<file path="src/rtl/guess_hint_sequencer.sv">
// guess_hint_sequencer: scores one guess (green, then yellow pass) and uploads the guess row plus hints to board RAM.
// The RAM upload stages are built only when GUESS_HINT_RAM_UPLOAD_EN is defined.
module guess_hint_sequencer #(
  parameter int MAX_PINS     = 20,
  parameter int COLOR_W      = 8,
  parameter int MAX_GUESSES  = 99,
  parameter int ADDR_W       = 12,
  parameter int HINTS_OFFSET = MAX_PINS * MAX_GUESSES
) (
  input  logic                        clk,
  input  logic                        nrst,
  input  logic                        start,
  input  logic [7:0]                  pins_count,
  input  logic [7:0]                  guess_index,
  input  logic [MAX_PINS*COLOR_W-1:0] guess,
  input  logic [MAX_PINS*COLOR_W-1:0] secret,
  output logic                        busy,
  output logic                        done,
  output logic                        err,
  output logic [7:0]                  green,
  output logic [7:0]                  yellow,
  output logic                        ram_req,
  input  logic                        ram_gnt,
  output logic [ADDR_W-1:0]           ram_addr,
  output logic [7:0]                  ram_wdata
);
  localparam int PW = MAX_PINS * COLOR_W;
  localparam int IW = $clog2(MAX_PINS + 1);
  typedef enum logic [2:0] {IDLE, GREEN, YELLOW, UP_GUESS, UP_HINTS, DONE} state_t;
  state_t st;
  logic [PW-1:0] g_q, s_q;
  logic [7:0] idx_q;
  logic [IW-1:0] n_q, i_q, j_q;
  logic [MAX_PINS-1:0] ag_m, as_m;
  logic bad;
  assign bad = 32'(idx_q) >= MAX_GUESSES;
  function automatic logic [COLOR_W-1:0] pin(input logic [PW-1:0] v, input logic [IW-1:0] k);
    return v[32'(k)*COLOR_W +: COLOR_W];
  endfunction
`ifdef GUESS_HINT_RAM_UPLOAD_EN
  function automatic logic [ADDR_W-1:0] row_addr(input logic [IW-1:0] k);
    return ADDR_W'(idx_q) * ADDR_W'(MAX_PINS) + ADDR_W'(k);
  endfunction
  function automatic logic [ADDR_W-1:0] hint_addr();
    return ADDR_W'(HINTS_OFFSET) + ADDR_W'({idx_q, 1'b0});
  endfunction
`else
  logic unused_gnt;
  assign unused_gnt = ram_gnt;
  assign ram_req   = 1'b0;
  assign ram_addr  = '0;
  assign ram_wdata = '0;
`endif
  always_ff @(posedge clk or negedge nrst) begin
    if (!nrst) begin
      st     <= IDLE;
      g_q    <= '0;
      s_q    <= '0;
      idx_q  <= '0;
      n_q    <= '0;
      i_q    <= '0;
      j_q    <= '0;
      ag_m   <= '0;
      as_m   <= '0;
      busy   <= 1'b0;
      done   <= 1'b0;
      err    <= 1'b0;
      green  <= '0;
      yellow <= '0;
`ifdef GUESS_HINT_RAM_UPLOAD_EN
      ram_req   <= 1'b0;
      ram_addr  <= '0;
      ram_wdata <= '0;
`endif
    end else begin
      case (st)
        IDLE: begin
          done <= 1'b0;
          if (start) begin
            g_q    <= guess;
            s_q    <= secret;
            idx_q  <= guess_index;
            n_q    <= 32'(pins_count) > MAX_PINS ? IW'(MAX_PINS) : pins_count[IW-1:0];
            i_q    <= '0;
            j_q    <= '0;
            ag_m   <= '0;
            as_m   <= '0;
            green  <= '0;
            yellow <= '0;
            err    <= 1'b0;
            busy   <= 1'b1;
            st     <= GREEN;
          end
        end
        GREEN: begin
          if (i_q == n_q) begin
            i_q <= '0;
            j_q <= '0;
            st  <= YELLOW;
          end else begin
            if (pin(g_q, i_q) == pin(s_q, i_q)) begin
              green      <= green + 8'd1;
              ag_m[i_q]  <= 1'b1;
              as_m[i_q]  <= 1'b1;
            end
            i_q <= i_q + 1'b1;
          end
        end
        YELLOW: begin
          if (i_q == n_q) begin
`ifdef GUESS_HINT_RAM_UPLOAD_EN
            if (bad) st <= DONE;
            else if (n_q == '0) begin
              ram_req   <= 1'b1;
              ram_addr  <= hint_addr();
              ram_wdata <= green;
              j_q       <= '0;
              st        <= UP_HINTS;
            end else begin
              ram_req   <= 1'b1;
              ram_addr  <= row_addr('0);
              ram_wdata <= 8'(pin(g_q, '0));
              i_q       <= '0;
              st        <= UP_GUESS;
            end
`else
            st <= DONE;
`endif
          end else if (ag_m[i_q] || j_q == n_q) begin
            i_q <= i_q + 1'b1;
            j_q <= '0;
          end else if (!as_m[j_q] && pin(g_q, i_q) == pin(s_q, j_q)) begin
            yellow     <= yellow + 8'd1;
            as_m[j_q]  <= 1'b1;
            i_q        <= i_q + 1'b1;
            j_q        <= '0;
          end else j_q <= j_q + 1'b1;
        end
`ifdef GUESS_HINT_RAM_UPLOAD_EN
        // each accepted write immediately presents the next one
        UP_GUESS: if (ram_gnt) begin
          if (i_q + 1'b1 == n_q) begin
            ram_addr  <= hint_addr();
            ram_wdata <= green;
            j_q       <= '0;
            st        <= UP_HINTS;
          end else begin
            ram_addr  <= row_addr(i_q + 1'b1);
            ram_wdata <= 8'(pin(g_q, i_q + 1'b1));
            i_q       <= i_q + 1'b1;
          end
        end
        UP_HINTS: if (ram_gnt) begin
          if (!j_q[0]) begin
            ram_addr  <= ram_addr + 1'b1;
            ram_wdata <= yellow;
            j_q       <= 1;
          end else begin
            ram_req <= 1'b0;
            st      <= DONE;
          end
        end
`endif
        DONE: begin
          done <= 1'b1;
          busy <= 1'b0;
          err  <= bad;
          st   <= IDLE;
        end
        default: st <= IDLE;
      endcase
    end
  end
endmodule

</file>
<file path="config.mk">
export PLATFORM = sky130hd
export DESIGN_NAME = guess_hint_sequencer
export DESIGN_NICKNAME = d
export VERILOG_FILES = /design/src/rtl/guess_hint_sequencer.sv
export SDC_FILE = /design/constraint.sdc
export NUM_CORES = 1
export LEC_CHECK = 0
export BUFFER_PORTS_ARGS = -buffer_cell sky130_fd_sc_hd__buf_4
export CAP_MARGIN = 40
export CORE_MARGIN = 2
export CORE_UTILIZATION = 40
export CTS_BUF_LIST = sky130_fd_sc_hd__clkbuf_2
export CTS_CLUSTER_SIZE = 28
export DETAILED_ROUTE_END_ITERATION = 8
export SKIP_LAST_GASP = 1
export SYNTH_ARGS = -nofsm -noshare
export SYNTH_HDL_FRONTEND = slang
export SYNTH_SLANG_ARGS = --single-unit
export TNS_END_PERCENT = 30
</file>
<file path="constraint.sdc">
create_clock -name clk -period 5.4 [get_ports clk]
set_clock_uncertainty 0.1 [all_clocks]
set_input_delay 1.08 -clock clk [delete_from_list [all_inputs] [get_ports clk]]
set_output_delay 1.08 -clock clk [all_outputs]
set_load 0.1 [all_outputs]
</file>
==> summary.md <==
| Metric | Value |
|---|---|
| Status | complete, no violations |
| Placer Congestion | 0.874 |
| Core ar. | 51500 µm² |
| Post-Syn Area | 21000 µm² |
| CTS clk-pin slew, worst paths | 110 ps |
| Register Area | 10100 µm² |
| Initial Util | 40.7% |
| # IOs | 380 |
| Post-synth EDFFs | 0 |
| Top FF cell, synth | dfrtp_1 |
| Area of the multi-input gates | 9990 µm² |
| CP max stage delay | 800 ps |
| Asr flop ratio synth | 100% |
| Critical path, cell by cell | nor2b_1 > buf_4 > a22o_1 > a221oi_1 > a221oi_1 > xor2_1 > or4_1 > o21ai_2 > o22ai_2 > buf_4 > o41ai_2 |
| Gr usage total | 27.1% |
| Worst-Margin Slew | 935 ps |
| Final #Nets | 3235 |
| First-pass GRT wire length | 113000 µm |
| Power, Total | 13.6 mW |
| Slowest stage cell, crit path | a221oi_1 |
| Sequential share of the synthesized area | 48.4% |
| Routed WL per cell | 20.1 µm |
| DRC Markers | 0 |
| Tmin final | 4810 ps |
| Yosys cell types | 63 |
| Yosys warning total | 0 |
| # fillers | 4519 |
| Mapped Cells | 2211 |
| CP Data Arrival Time | 5640 ps |
| Clock H-tree levels | 3 |
| TritonCTS clock tree | done |
| Die X | 233 µm |
| Final slew viol count | 0 |
| Layout cells sized above 1 | 24.1% |
| Fmax | 208 MHz |
| DPL Wire Length | 48900 µm |
| Pre-Repair DR Iteration Count | 7 |
| Fin crit share | 89.2% |
| Port Buffers | 357 |
| Site Rows | 83 |
| RSZ-0062 raised after global routing | no |
| Pwr Density | 479 nW/µm² |
| Drt total wl | 73500 µm |
| Clock latency on the worst-skew pair | 1160 ps |
| Worst setup EP type | register |
| Final Setup Violations | 0 |
| Starting DRC count in detailed routing | 1633 |
| Crit Path Class | reg2reg |
| GRT Residual Overflow | 0 |
| Clock Tree Buf Depth | 3 |
| Routed Antenna Nets | 0 |
| Startpoint Class | register |
| Pleak | 14.2 nW |
| Slew margin rel. | 37.6% |
| Die ar. | 54200 µm² |
| Setup tns final | 0 ps |
| Buffers and inverters on the worst path | 2 |
| Critical Path RT | 6230 ps |
| CTS sink count | 405 |
| Vias | 19300 |
| CP Max Fanout | 20 |
| Seq cells post-synth | 405 |
| Root Buffer | clkbuf_2 |
| Synthesis-to-layout area growth | 35.1% |
| Hold Vio Cnt, Final | 0 |
| Die height | 233 µm |
| Initial antenna violation count | 11 |
| Num CTS Buffers | 109 |
| CP delay by family, top | compound AO/OA/AOI/OAI gates |
| Largest net degree at the start of global routing | 174 |
| Vias in the first global route | 19800 |
| Min-delay worst type | in2reg |
| VDD IR max | 0.214 mV |
| Vias per cell | 5.26 |
| Syn avg cell area | 9.48 µm² |
| Reported max-cap violation count | 0 |
-- final timing paths --
| path | start | end | slack (ps) | cells after the start |
|---|---|---|---|---|
| worst min-delay path | guess[8] | g_q[8]$_DFFE_PN0P_ | 120 | 3 |
| worst min register to register | g_q[81]$_DFFE_PN0P_ | g_q[81]$_DFFE_PN0P_ | 380 | 2 |
| max in group asynchronous | nrst | g_q[25]$_DFFE_PN0P_ | 3280 | 3 |
| min in group asynchronous | nrst | s_q[1]$_DFFE_PN0P_ | 540 | 2 |
| worst max register to register | i_q[0]$_DFFE_PN0P_ | as_m[9]$_DFFE_PN0P_ | 590 | 11 |
| worst max-delay path | i_q[0]$_DFFE_PN0P_ | as_m[9]$_DFFE_PN0P_ | 590 | 11 |
-- cell usage after synthesis (all sizes together), types with 3 or more instances --
cell / instances / area, µm²
a21o: 6 / 45.0
a21oi: 18 / 90.1
a221oi: 12 / 111
a22o: 7 / 61.3
a22oi: 33 / 248
a31o: 4 / 35.0
a31oi: 29 / 181
and2: 8 / 50.1
and3: 9 / 56.3
and4: 5 / 43.8
buf: 73 / 508
clkbuf: 101 / 379
dfrtp: 405 / 10100
ha: 10 / 125
inv: 8 / 30.0
mux2: 10 / 113
mux2i: 91 / 911
mux4: 102 / 2300
nand2: 1051 / 3950
nand2b: 9 / 56.3
nand3: 26 / 130
nand3b: 5 / 37.5
nand4: 8 / 50.1
nor2: 51 / 194
nor2b: 11 / 68.8
nor3: 11 / 55.1
nor4: 4 / 40.0
o211ai: 7 / 52.6
o21ai: 12 / 63.8
o21bai: 4 / 30.0
o22ai: 12 / 75.1
o41ai: 20 / 325
or2: 3 / 18.8
xnor2: 10 / 87.6
xor2: 15 / 131
-- repair_timing --
action | CTS | global route
buffers inserted | 0 | 0
hold buffers | 316 | 1
endpoints found under the hold margin | 425 | 1
gates resized for setup | 0 | 0
-- cells in the final DEF, fill, tap and decap left out, drive strengths merged, types with 9 or more instances in the layout --
cell	netlist	routed
o22ai	12	12
mux2i	91	91
a31oi	29	29
mux2	10	10
dlygate4sd3	0	317
clkbuf	101	151
dfrtp	405	405
a221oi	12	12
buf	73	400
o21ai	12	12
ha	10	10
conb	1	21
clkinv	1	40
a21oi	18	18
inv	8	13
nor3	11	11
a22oi	33	33
xnor2	10	10
nor2	51	51
nand3	26	26
nor2b	11	11
and3	9	9
o41ai	20	20
nand2	1051	1051
diode	0	10
nand2b	9	9
xor2	15	15
mux4	102	102
-- power breakdown --
group          internal [mW]  total [mW]  leakage [nW]  switching, mW
Clock                  0.767        2.11         0.722           1.34
Combinational           2.66        6.16          8.35           3.50
Sequential              4.28        5.29          5.14           1.01
Total                   7.71        13.6          14.2           5.85
-- flip-flops by register name, summed over array words and instances (netlist names) --
signal and flops:
err 1, done 1, idx_q 8, ag_m 20, j_q 5, s_q 160, st 3, green 8
g_q 160, n_q 5, yellow 8, as_m 20, i_q 5, busy 1
-- metal layers --
metal / track usage [%] / wire length, µm / up-vias
met1: 34.3 / 29500 / 9476
li1: - / - / 8783
met3: 6.26 / 5000 / 203
met5: 0 / 24 / -
met2: 43.8 / 35600 / 794
met4: 13.4 / 3410 / 4
-- cells by family after synthesis --
kind of cell               after synthesis  share of synthesized area, %
AOI/OAI and AO/OA                      177                          6.86
xor gates and xnor gates                25                          1.05
adders and majority gates               10                         0.597
buffers and inverters                  183                          4.40
DFF                                    405                          48.4
muxes                                  203                          15.8
other                                    1                        0.0179
and+or+nand+nor                       1207                          22.9
-- final cells by class --
| cell class | count | share of cell area (%) |
|---|---|---|
| flip-flops and latches | 405 | 35.9 |
| well taps | 680 | 3.01 |
| multi-input cells | 1643 | 35.3 |
| clock buffers | 151 | 2.67 |
| inverters | 9 | 0.119 |
| diodes | 10 | 0.0884 |
| repair buffers | 717 | 22.3 |
| clock inverters | 44 | 0.641 |
-- through the flow --
| step | hold WS (ps) | util (%) | cells | instance area [µm²] | setup WS (ps) |
|---|---|---|---|---|---|
| 6_report | 118 | 54.9 | 3659 | 28300 | 585 |
| 3_5_place_dp | 357 | 46.9 | 3137 | 24200 | 713 |
| 4_1_cts | 0.207 | 54.9 | 3648 | 28300 | 597 |
| 3_3_place_gp | 353 | 46.8 | 3135 | 24100 | 821 |
| 2_1_floorplan | 340 | - | 2231 | 21000 | 2080 |
| 5_1_grt | -1.81 | 54.9 | 3657 | 28300 | 308 |
-- worst reg2reg max path: stages (launching register included) --
cell      delay (ps)
dfrtp_4          610
nor2b_1          530
buf_4            280
a22o_1           170
a221oi_1          90
a221oi_1         810
xor2_1           140
or4_1            650
o21ai_2          500
o22ai_2          130
buf_4            260
o41ai_2          380
(Power assumes the default switching activity.)
